==> src/rtl/ram_wr_pkg.sv <==
// Shared widths, depth and FSM encoding for the RAM write-side controller.
// No logic of its own; imported by ram_write_ctrl.
package ram_wr_pkg;

    localparam int RAM_ADDR_W       = 5;
    localparam int RAM_DATA_W       = 4;
    localparam int RAM_DEPTH        = 32;
    localparam int DEBOUNCE_DEFAULT = 500000;

    typedef enum logic [1:0] {
        IDLE  = 2'd0,
        WRITE = 2'd1,
        CLEAR = 2'd2,
        HOLD  = 2'd3
    } wr_state_t;

endpackage

==> src/rtl/key_debounce.sv <==
// Purpose: 2-FF synchronizer plus debounce of one active-low pushbutton, with a press pulse.
// Latency: raw edge -> level change after 2 + DEBOUNCE_CYCLES cycles; press is registered with it.
// Backpressure: none; press is a one-cycle pulse, so a consumer that is not listening misses it.
module key_debounce #(
    parameter int DEBOUNCE_CYCLES = 500000
) (
    input  logic CLOCK_50,
    input  logic RESET_N,
    input  logic key_n,
    output logic level,
    output logic press
);

    localparam int CNT_W = (DEBOUNCE_CYCLES > 1) ? $clog2(DEBOUNCE_CYCLES) : 1;
    localparam logic [CNT_W-1:0] CNT_LAST = CNT_W'(DEBOUNCE_CYCLES - 1);

    logic [1:0]       sync;
    logic [CNT_W-1:0] cnt;

    // Counts consecutive cycles of disagreement; any agreeing cycle starts the count over.
    always_ff @(posedge CLOCK_50 or negedge RESET_N) begin
        if (!RESET_N) begin
            sync  <= 2'b11;
            level <= 1'b1;
            cnt   <= '0;
            press <= 1'b0;
        end else begin
            sync  <= {sync[0], key_n};
            press <= 1'b0;
            if (sync[1] == level) begin
                cnt <= '0;
            end else if (cnt == CNT_LAST) begin
                level <= sync[1];
                cnt   <= '0;
                press <= level;
            end else begin
                cnt <= cnt + 1'b1;
            end
        end
    end

endmodule

==> src/rtl/ram_write_ctrl.sv <==
// Purpose: pushbutton-driven write port for the 32x4 RAM: single write or full clear sweep (option WRITE_AUTOINC_EN).
// Latency: press pulse in cycle t -> first wren in cycle t+1; raw key edge -> wren within DEBOUNCE_CYCLES+4.
// Backpressure: none; presses arriving while busy are dropped, and a held key never repeats.
module ram_write_ctrl
    import ram_wr_pkg::*;
#(
    parameter int ADDR_W          = RAM_ADDR_W,
    parameter int DATA_W          = RAM_DATA_W,
    parameter int DEPTH           = RAM_DEPTH,
    parameter int DEBOUNCE_CYCLES = DEBOUNCE_DEFAULT
) (
    input  logic              CLOCK_50,
    input  logic              RESET_N,
    input  logic              key_write_n,
    input  logic              key_clear_n,
    input  logic [ADDR_W-1:0] sw_addr,
    input  logic [DATA_W-1:0] sw_data,
    input  logic [DATA_W-1:0] fill_value,
    output logic              wren,
    output logic [ADDR_W-1:0] wraddress,
    output logic [DATA_W-1:0] data,
    output logic              busy,
    output logic [ADDR_W-1:0] last_addr,
    output logic [7:0]        write_count
);

    localparam logic [ADDR_W-1:0] LAST_ADDR = ADDR_W'(DEPTH - 1);

    wr_state_t         state, state_nx;
    logic              level_write, press_write;
    logic              level_clear, press_clear;
    logic [ADDR_W-1:0] single_addr;

    key_debounce #(.DEBOUNCE_CYCLES(DEBOUNCE_CYCLES)) u_key_write (
        .CLOCK_50 (CLOCK_50),
        .RESET_N  (RESET_N),
        .key_n    (key_write_n),
        .level    (level_write),
        .press    (press_write)
    );

    key_debounce #(.DEBOUNCE_CYCLES(DEBOUNCE_CYCLES)) u_key_clear (
        .CLOCK_50 (CLOCK_50),
        .RESET_N  (RESET_N),
        .key_n    (key_clear_n),
        .level    (level_clear),
        .press    (press_clear)
    );

`ifdef WRITE_AUTOINC_EN
    logic [ADDR_W-1:0] wr_ptr;
    logic              unused_sw_addr;

    assign unused_sw_addr = ^sw_addr;
    assign single_addr    = wr_ptr;

    always_ff @(posedge CLOCK_50 or negedge RESET_N) begin
        if (!RESET_N) begin
            wr_ptr <= '0;
        end else if (state == IDLE && press_clear) begin
            wr_ptr <= '0;
        end else if (state == WRITE) begin
            wr_ptr <= (wr_ptr == LAST_ADDR) ? '0 : wr_ptr + 1'b1;
        end
    end
`else
    assign single_addr = sw_addr;
`endif

    always_ff @(posedge CLOCK_50 or negedge RESET_N) begin
        if (!RESET_N) begin
            state <= IDLE;
        end else begin
            state <= state_nx;
        end
    end

    // Clear is tested first so a simultaneous write press is dropped.
    always_comb begin
        state_nx = state;
        case (state)
            IDLE: begin
                if (press_clear) begin
                    state_nx = CLEAR;
                end else if (press_write) begin
                    state_nx = WRITE;
                end
            end
            WRITE:   state_nx = HOLD;
            CLEAR: begin
                if (wraddress == LAST_ADDR) begin
                    state_nx = HOLD;
                end
            end
            HOLD: begin
                if (level_write && level_clear) begin
                    state_nx = IDLE;
                end
            end
            default: state_nx = IDLE;
        endcase
    end

    // The write port registers double as the latches for address, data and sweep position.
    always_ff @(posedge CLOCK_50 or negedge RESET_N) begin
        if (!RESET_N) begin
            wren        <= 1'b0;
            wraddress   <= '0;
            data        <= '0;
            last_addr   <= '0;
            write_count <= '0;
        end else begin
            case (state)
                IDLE: begin
                    if (press_clear) begin
                        wren      <= 1'b1;
                        wraddress <= '0;
                        data      <= fill_value;
                    end else if (press_write) begin
                        wren      <= 1'b1;
                        wraddress <= single_addr;
                        data      <= sw_data;
                    end
                end
                WRITE: begin
                    wren      <= 1'b0;
                    last_addr <= wraddress;
                    if (write_count != 8'hFF) begin
                        write_count <= write_count + 8'd1;
                    end
                end
                CLEAR: begin
                    if (wraddress == LAST_ADDR) begin
                        wren        <= 1'b0;
                        write_count <= '0;
                        last_addr   <= LAST_ADDR;
                    end else begin
                        wraddress <= wraddress + 1'b1;
                    end
                end
                default: wren <= 1'b0;
            endcase
        end
    end

    assign busy = (state != IDLE);

endmodule

==> config.mk <==
export PLATFORM = sky130hd
export DESIGN_NAME = ram_write_ctrl
export DESIGN_NICKNAME = d
export VERILOG_FILES = /design/src/rtl/ram_wr_pkg.sv /design/src/rtl/key_debounce.sv /design/src/rtl/ram_write_ctrl.sv
export SDC_FILE = /design/constraint.sdc
export NUM_CORES = 1
export LEC_CHECK = 0
export ABC_AREA = 1
export BUFFER_PORTS_ARGS = -buffer_cell sky130_fd_sc_hd__buf_4
export CORE_UTILIZATION = 50
export CTS_BUF_LIST = sky130_fd_sc_hd__clkbuf_4 sky130_fd_sc_hd__clkbuf_8
export DETAILED_ROUTE_END_ITERATION = 10
export HOLD_SLACK_MARGIN = 0.08
export PLACE_DENSITY = 0.69
export SLEW_MARGIN = 25
export SYNTH_ARGS = -nofsm -noshare
export SYNTH_HDL_FRONTEND = slang
export SYNTH_SLANG_ARGS = --single-unit
==> constraint.sdc <==
create_clock -name CLOCK_50 -period 2.8 [get_ports CLOCK_50]
set_input_delay 0.42 -clock CLOCK_50 [delete_from_list [all_inputs] [get_ports CLOCK_50]]
set_output_delay 0.42 -clock CLOCK_50 [all_outputs]
set_load 0.005 [all_outputs]
==> results of run 1 <==
## cell type report
cell class                      instances  area [um^2]
Inverter                               52          195
Fill cell                             658         2910
Clock inverter                          3         18.8
Clock buffer                           13          166
Multi-Input combinational cell        381         1900
Timing Repair Buffer                   41          308
Sequential cell                        71         1780
Tap cell                               99          124
## through the flow
| stage | total power [mW] | hold slack, ns |
|---|---|---|
| after floorplan | 1.09 | 0.124 |
| after global placement | 1.13 | 0.349 |
| after detailed placement | 1.13 | 0.347 |
| after CTS | 1.91 | 0.175 |
| after global routing | 1.97 | 0.172 |
| final | 1.89 | 0.187 |
## cell usage after synthesis (all sizes together)
cell type / count / area share [%]
nand2: 128 / 13
nor2: 110 / 12
dfrtp: 65 / 41
inv: 52 / 5.0
nand3: 31 / 4.1
o21ai: 24 / 3.1
a21oi: 22 / 2.9
xor2: 13 / 2.9
ha: 10 / 3.2
nor3: 9 / 1.4
nand4: 7 / 1.1
buf: 6 / 0.99
dfstp: 6 / 4.0
a31oi: 5 / 0.80
xnor2: 4 / 1.1
a22oi: 3 / 0.57
and2: 3 / 0.48
o21bai: 3 / 0.57
nand3b: 2 / 0.38
nor3b: 2 / 0.38
or2: 2 / 0.32
a21o: 1 / 0.19
clkbuf: 1 / 0.096
o211ai: 1 / 0.19
o21a: 1 / 0.19
## layout by cell type (no fill, tap or decap), drive strengths merged, types with 3 or more instances in the layout
cell	Yosys	final
ha	10	10
o21bai	3	3
dfrtp	65	65
clkinv	0	3
nor3	9	9
a22oi	3	3
a31oi	5	5
nand3	31	31
nor2	110	110
buf	6	41
and2	3	3
xor2	13	13
dfstp	6	6
clkbuf	1	13
nand2	128	128
xnor2	4	4
nand4	7	7
o21ai	24	24
a21oi	22	22
inv	52	52
## critical path: stages, from the launching register on
cell and delay (ns):
dfrtp_1 0.40, inv_1 0.13, ha_1 0.43, nand2_1 0.22
o21ai_0 0.11, and2_1 0.36, nor2_1 0.07, a31oi_1 0.14
## power breakdown
part / internal, mW / leakage [nW] / total, mW / switching [mW]
Clock: 0.389 / 0.100 / 0.779 / 0.390
Sequential: 1.04 / 0.919 / 1.04 / 0.00775
Combinational: 0.0258 / 1.02 / 0.0681 / 0.0423
Total: 1.45 / 2.04 / 1.89 / 0.440
## kinds of logic (layout without fill, tap and decap cells)
logic type | after synthesis | in the layout | share of synthesized area, %
AOI/OAI and AO/OA | 60 | 60 | 8.49
and+or+nand+nor | 294 | 294 | 32.7
DFF | 71 | 71 | 45.5
xor gates and xnor gates | 17 | 17 | 3.99
adders and majority gates | 10 | 10 | 3.19
buffers and inverters | 59 | 109 | 6.06
## metal layers
| layer | vias up | global-route usage, % | part of all wire [%] |
|---|---|---|---|
| li1 | 1720 | - | - |
| met1 | 1515 | 30.9 | 50 |
| met2 | 73 | 35.2 | 44 |
| met3 | 10 | 3.62 | 4.5 |
| met4 | 0 | 9.41 | 1.9 |
| met5 | - | 0 | 0 |
## how the worst max path moves through the flow
stage | startpoint | end | slack [ns] | cells past startpoint
global route | state[0]$_DFFE_PN0P_ | wraddress[1]$_DFFE_PN0P_ | 0.60 | 7
global placement | state[0]$_DFFE_PN0P_ | wraddress[2]$_DFFE_PN0P_ | 0.97 | 7
detailed placement | state[0]$_DFFE_PN0P_ | wraddress[2]$_DFFE_PN0P_ | 0.91 | 7
CTS | state[0]$_DFFE_PN0P_ | wraddress[2]$_DFFE_PN0P_ | 0.88 | 7
finish | state[0]$_DFFE_PN0P_ | wraddress[2]$_DFFE_PN0P_ | 0.86 | 7
floorplan | wraddress[0]$_DFFE_PN0P_ | wraddress[2]$_DFFE_PN0P_ | 1.18 | 11
## state kept, by name, summed over array words and instances, names as in the netlist
register           count
u_key_clear.cnt       19
u_key_write.cnt       19
write_count            8
last_addr              5
wraddress              5
data                   4
state                  2
u_key_clear.sync       2
u_key_write.sync       2
u_key_clear.level      1
u_key_clear.press      1
u_key_write.level      1
u_key_write.press      1
wren                   1
==> run_results.csv, run 1 <==
group,metric,value,unit
floorplanning,die_area,8200,um^2
final_layout,fin_nets,583,
hold_path,hold_class,"in2async",
clock_network,clock_latency,0.34,ns
critical_path,cp-start-kind,"flip-flop",
drt,finalWirelength,8.37,mm
global_routing,antenna_found_initial,0,
floorplanning,initial_core_util,52.9,%
synth,syn_area,3920,um^2
sta,setup_viol,0,
sta,worstMarginPinSlew,0.888,ns
synth,ys_seq_area_share,45.5,%
drt,drt-pass1-iter-count,4,
sta,hold_viol,0,
critical_path,crit_type,"reg2reg",
critical_path,r2r_cells,7,
floorplanning,die_h,90.5,um
drt,avgViaCountPerCell,5.03,
drt,vias,3318,
critical_path,end_kind,"flip-flop",
critical_path,arrival,2.21,ns
final_layout,fin_cells,660,
clock_network,cts_buffers,9,
critical_path,r2r_start,"state[0]$_DFFE_PN0P_",
global_routing,grt_pass1_vias,3226,
global_routing,grt_start_max_net_pins,72,
power,powerDensity,421,nW/um^2
clock_network,root_buffer,"clkbuf_8",
sta,fin_skew,0.0117,ns
global_routing,grt_pass1_wl,14.9,mm
sta,max_freq,516,MHz
sta,period_needed,1.94,ns
power,ir_drop,0.000269,V
critical_path,r2r_end,"wraddress[2]$_DFFE_PN0P_",
final_layout,drive_gt1_share,15.7,%
placement,gp_congestion,0.909,
clock_network,clkTransAtPathRegs,0.08,ns
synth,ys_ff_latch,71,
critical_path,r2r_slack,0.86,ns
sta,post-route-period-util,69.2,%
status,status,"completed",
drt,drc,0,
power,leakage,2.04,nW
sta,slew_viol_final,0,
clock_network,htree_levels,3,
floorplanning,core,7410,um^2
global_routing,grt_overflow,0,
final_layout,syn_to_final_growth,14.7,%
clock_network,cts_hold_buffers,0,
final_layout,fin_area,4490,um^2
placement,numPortBuffers,40,
critical_path,cp_max_fo,14,
synth,ys_types,37,
synth,synth_nets,538,
critical_path,worst_ep_required_time,3.07,ns
drt,wl_per_cell,12.7,um
synth,synthCells,511,
placement,dpl.cell_count,644,
clock_network,postCtsSetupBuffers,0,
flow_run,cap_violations,0,
clock_network,clock_sinks,71,
synth,synth_area_per_cell,7.67,um^2
final_layout,diodes,0,
drt,first_iter_violations,138,
floorplanning,rows,31,
sta,relSlewSlack,40.8,%
final_layout,fin_util,60.7,%
clock_network,cts_tree,"done",
floorplanning,io_pins,41,
synth,ys.warnings.count,0,
placement,placed_area,4310,um^2
floorplanning,chipWidth,90.5,um
sta,setup_tns,0,ns
sta,rsz0062_at_grt,"no",
sta,setup_ws,0.861,ns
drt,ant_nets,0,
placement,hpwl,6.01,mm
clock_network,cts_resized,0,
clock_network,cts_max_path_buffers,2,
placement,pre_cts_slack,0.906,ns
global_routing,gr-usage-all-layers,22.4,%
Note: power is estimated with default switching activity, not from simulation.
==> inputs of run 2 (changes only) <==
Settings changed: PLACE_DENSITY 0.69 to 0.72.
Clock period 2.8 ns to 1.6 ns, I/O delays scaled along.
==> run_results.csv, run 2 (same netlist as run 1, synthesis figures left out) <==
group,metric,value,unit
sta,worstMarginPinSlew,0.435,ns
clock_network,htree_levels,3,
critical_path,r2r_end,"write_count[1]$_DFFE_PN0P_",
hold_path,min_path_cells,3,
clock_network,cts_tree,"done",
global_routing,grt_start_max_net_pins,32,
floorplanning,chipWidth,90.5,um
clock_network,clkTransAtPathRegs,0.08,ns
floorplanning,die_h,90.5,um
sta,relSlewSlack,70.8,%
final_layout,fin_cells,681,
drt,drt-pass1-iter-count,5,
floorplanning,rows,31,
clock_network,clock_sinks,71,
drt,first_iter_violations,194,
drt,vias,3536,
critical_path,r2r_cells,11,
global_routing,grt_pass1_wl,14.7,mm
critical_path,cp_max_fo,8,
placement,dpl.cell_count,657,
drt,ant_nets,0,
final_layout,syn_to_final_growth,21.3,%
floorplanning,core,7410,um^2
clock_network,root_buffer,"clkbuf_8",
drt,wl_per_cell,12.9,um
power,leakage,2.14,nW
final_layout,layout_commonest_cell,"nand2_1",
clock_network,cts_buffers,9,
placement,hpwl,6.35,mm
clock_network,cts_max_path_buffers,2,
final_layout,fin_nets,605,
sta,rsz0062_at_grt,"yes",
sta,fin_skew,0.0107,ns
floorplanning,die_area,8200,um^2
power,ir_drop,0.000507,V
sta,slew_viol_final,0,
clock_network,clock_latency,0.34,ns
drt,avgViaCountPerCell,5.19,
final_layout,drive_gt1_share,22.5,%
hold_path,hold_start,"fill_value[2]",
critical_path,r2r_start,"wraddress[0]$_DFFE_PN0P_",
flow_run,cap_violations,0,
placement,numPortBuffers,40,
sta,post-route-period-util,102,%
final_layout,fillers,656,
power,powerDensity,683,nW/um^2
sta,max_freq,615,MHz
critical_path,worst_ep_required_time,1.82,ns
placement,gp_congestion,0.909,
critical_path,crit_type,"reg2reg",
sta,hold_viol,0,
status,violations,"setup timing",
final_layout,multiInputGateArea,2000,um^2
global_routing,grt_overflow,0,
final_layout,register_area,1780,um^2
critical_path,end_kind,"flip-flop",
sta,setup_ws,-0.0256,ns
critical_path,r2r_slack,-0.03,ns
final_layout,diodes,0,
critical_path,cp-start-kind,"flip-flop",
drt,drc,0,
status,status,"finished, violations left",
global_routing,antenna_found_initial,0,
critical_path,arrival,1.85,ns
drt,finalWirelength,8.79,mm
floorplanning,io_pins,41,
hold_path,hold_class,"in2reg",
sta,period_needed,1.63,ns
final_layout,final_cell_mix,"115 x nand2_1, 98 x nor2_1, 65 x dfrtp_1, 56 x buf_4, 47 x inv_1",
sta,setup_tns,-0.0660,ns
sta,setup_viol,8,
hold_path,holdPathEnd,"data[2]$_DFFE_PN0P_",
global_routing,grt_pass1_vias,3275,
global_routing,gr-usage-all-layers,22.1,%
final_layout,reg_top3,"u_key_clear.cnt (19), u_key_write.cnt (19), write_count (8)",
floorplanning,initial_core_util,52.9,%
## run 2: worst max path at each step
stage / start / end / slack, ns
after floorplan: wraddress[0]$_DFFE_PN0P_ / wraddress[2]$_DFFE_PN0P_ / 0.008
after global placement: wraddress[0]$_DFFE_PN0P_ / wraddress[2]$_DFFE_PN0P_ / -0.02
after detailed placement: wraddress[0]$_DFFE_PN0P_ / wraddress[1]$_DFFE_PN0P_ / -0.08
after CTS: wraddress[0]$_DFFE_PN0P_ / write_count[1]$_DFFE_PN0P_ / 0.02
after global routing: wraddress[0]$_DFFE_PN0P_ / write_count[1]$_DFFE_PN0P_ / -0.09
final: wraddress[0]$_DFFE_PN0P_ / write_count[1]$_DFFE_PN0P_ / -0.03
## run 2: worst max-delay path, cell delays in order (launching register included)
cell	delay [ns]
dfrtp_1	0.36
ha_2	0.19
nand2_2	0.07
nor2_2	0.12
ha_2	0.18
inv_2	0.04
nand2_2	0.07
buf_6	0.11
o21a_4	0.15
nand2_4	0.08
nand2_1	0.07
o21ai_1	0.06
## run 2: area by class of cell
type,count,share of cell area [%]
Inverter,52,4.18
Multi-Input combinational cell,383,42.0
Clock inverter,4,0.474
Tap cell,99,2.61
Clock buffer,11,3.05
Timing Repair Buffer,61,10.1
Sequential cell,71,37.5
## run 2: routing by layer
metal	wire [um]	vias up	share of wire (%)	global-route usage [%]
li1	-	1769	-	-
met1	4240	1677	48	30.5
met2	4090	76	47	35.8
met3	311	14	3.5	2.95
met4	143	0	1.6	7.66
met5	0	-	0	0
## run 2: timing repair
action	in CTS	in global routing
setup endpoints to repair	14	35
endpoints found under the hold margin	25	0
gates cloned	1	1
hold buffers	3	0
resized for setup	5	28
buffers inserted	1	3
pin swaps	3	5
## run 2: power breakdown
part	total [mW]	internal, mW	switching, mW
clock	1.28	0.607	0.674
sequential	1.83	1.81	0.0134
combinational	0.137	0.0591	0.0780
total	3.25	2.48	0.765
## run 2: stage by stage
stage                     total power, mW  worst slack (ns)  hold WS, ns  util, %  instance area (um^2)
after detailed placement             2.00           -0.0823        0.174     59.7                  4420
after global routing                 3.37           -0.0930        0.164     64.2                  4750
after global placement               1.99           -0.0181        0.167     59.7                  4420
after CTS                            3.27            0.0247        0.152     62.8                  4650
final                                3.25           -0.0256        0.167     64.2                  4750
after floorplan                      1.90           0.00785      -0.0556        -                  3920
==> inputs of run 3 (changes only) <==
Settings changed: CORE_ASPECT_RATIO set to 1.25.
==> run_results.csv, run 3 (same netlist as run 1, synthesis figures left out) <==
group,metric,value,unit
global_routing,antenna_found_initial,0,
clock_network,cts_max_path_buffers,2,
sta,period_needed,1.59,ns
clock_network,clkTransAtPathRegs,0.08,ns
power,leakage,2.15,nW
sta,relSlewSlack,70.0,%
critical_path,crit_slowest_cell,"dfrtp_1",
critical_path,r2r_end,"write_count[3]$_DFFE_PN0P_",
final_layout,diodes,0,
critical_path,path_cells,"ha_2, nand2_2, nor2_2, ha_2, inv_2, nand2_2, buf_6, o21a_4, nand2_4, nand2_1, o21ai_1",
critical_path,cp-start-kind,"flip-flop",
final_layout,fin_cells,675,
critical_path,crit_type,"reg2reg",
floorplanning,rows,35,
critical_path,cp_max_fo,8,
global_routing,grt_pass1_vias,3276,
final_layout,syn_to_final_growth,22.4,%
clock_network,cts_tree,"done",
drt,ant_nets,0,
final_layout,layout_commonest_cell,"nand2_1",
floorplanning,core,7490,um^2
sta,hold_viol,0,
drt,drt-pass1-iter-count,5,
placement,hpwl,6.34,mm
drt,avgViaCountPerCell,5.12,
hold_path,holdPathEnd,"data[3]$_DFFE_PN0P_",
placement,numPortBuffers,40,
hold_path,hold_start,"sw_data[3]",
clock_network,cts_buffers,9,
drt,wl_per_cell,12.8,um
critical_path,arrival,1.83,ns
sta,setup_viol,0,
clock_network,root_buffer,"clkbuf_8",
final_layout,reg_top3,"u_key_clear.cnt (19), u_key_write.cnt (19), write_count (8)",
sta,worstMarginPinSlew,0.447,ns
placement,dpl.cell_count,654,
drt,finalWirelength,8.66,mm
clock_network,clock_sinks,71,
sta,setup_tns,0,ns
flow_run,cap_violations,0,
power,ir_drop,0.000615,V
drt,first_iter_violations,166,
final_layout,fin_util,64.1,%
clock_network,htree_levels,3,
sta,max_freq,628,MHz
drt,drc,0,
final_layout,fin_nets,605,
global_routing,grt_start_max_net_pins,37,
global_routing,grt_pass1_wl,14.4,mm
hold_path,hold_class,"in2reg",
hold_path,min_path_cells,3,
critical_path,worst_ep_required_time,1.84,ns
final_layout,drive_gt1_share,22.1,%
critical_path,r2r_slack,0.007,ns
critical_path,path_buf_inv,2,
power,powerDensity,731,nW/um^2
critical_path,end_kind,"flip-flop",
sta,rsz0062_at_grt,"yes",
drt,vias,3456,
floorplanning,io_pins,41,
global_routing,grt_overflow,0,
critical_path,r2r_start,"wraddress[0]$_DFFE_PN0P_",
critical_path,max_stage_delay,0.36,ns
placement,gp_congestion,0.916,
floorplanning,die_area,8200,um^2
floorplanning,die_h,101,um
sta,post-route-period-util,99.6,%
floorplanning,chipWidth,81.2,um
status,status,"completed",
final_layout,final_cell_mix,"115 x nand2_1, 97 x nor2_1, 65 x dfrtp_1, 57 x buf_4, 47 x inv_1",
critical_path,cp_top_family,"adder cells",
final_layout,fillers,636,
sta,fin_skew,0.00916,ns
global_routing,gr-usage-all-layers,23.0,%
critical_path,r2r_cells,11,
floorplanning,initial_core_util,52.3,%
clock_network,clock_latency,0.35,ns
sta,slew_viol_final,0,
## run 3: worst max path at each step
stage	slack [ns]	end	start	cells after the start
after floorplan	0.008	wraddress[2]$_DFFE_PN0P_	wraddress[0]$_DFFE_PN0P_	11
after global placement	-0.04	wraddress[2]$_DFFE_PN0P_	wraddress[0]$_DFFE_PN0P_	10
after detailed placement	-0.07	wraddress[2]$_DFFE_PN0P_	wraddress[0]$_DFFE_PN0P_	10
after CTS	0.01	state[0]$_DFFE_PN0P_	wraddress[0]$_DFFE_PN0P_	11
after global routing	-0.09	state[0]$_DFFE_PN0P_	wraddress[1]$_DFFE_PN0P_	11
final	0.007	write_count[3]$_DFFE_PN0P_	wraddress[0]$_DFFE_PN0P_	11
## run 3: through the flow
| stage | setup slack [ns] | hold WS [ns] | total power, mW | area (um^2) |
|---|---|---|---|---|
| after floorplan | 0.00785 | -0.0556 | 1.90 | 3920 |
| after global placement | -0.0358 | 0.142 | 1.99 | 4440 |
| after detailed placement | -0.0698 | 0.145 | 2.00 | 4440 |
| after CTS | 0.0117 | 0.139 | 3.54 | 4720 |
| after global routing | -0.0902 | 0.155 | 3.63 | 4800 |
| final | 0.00710 | 0.151 | 3.51 | 4800 |
## run 3: repair_timing
action	in CTS	in global routing
cloned	1	0
gates resized for setup	5	30
hold buffers	3	0
hold endpoints to repair	46	0
endpoints found under the setup margin	15	37
pin swaps	1	8
setup buffers	0	1
## run 3: area by class of cell
cell class / instances / area (um^2) / area share [%]
sequential: 71 / 1780 / 37.2
multi-input combinational: 382 / 2000 / 41.6
clock inverter: 4 / 52.6 / 1.09
timing repair buffer: 62 / 489 / 10.2
clock buffer: 12 / 165 / 3.44
tap: 92 / 115 / 2.40
inverter: 52 / 195 / 4.07
## run 3: report_power, final
group,internal (mW),switching (mW)
logic,0.0633,0.0796
registers,1.81,0.0159
clock network,0.848,0.687
## run 3: worst register-to-register path, cell delays in order, from the launching register on
cell,delay (ns)
dfrtp_1,0.36
ha_2,0.19
nand2_2,0.06
nor2_2,0.10
ha_2,0.18
inv_2,0.04
nand2_2,0.06
buf_6,0.12
o21a_4,0.16
nand2_4,0.09
nand2_1,0.07
o21ai_1,0.06
## run 3: per-layer routing
metal,global-route usage [%],up-vias,routed length (um)
li1,-,1759,-
met1,29.0,1587,3960
met2,38.4,89,4150
met3,2.71,21,333
met4,11.3,0,215
met5,0,-,0
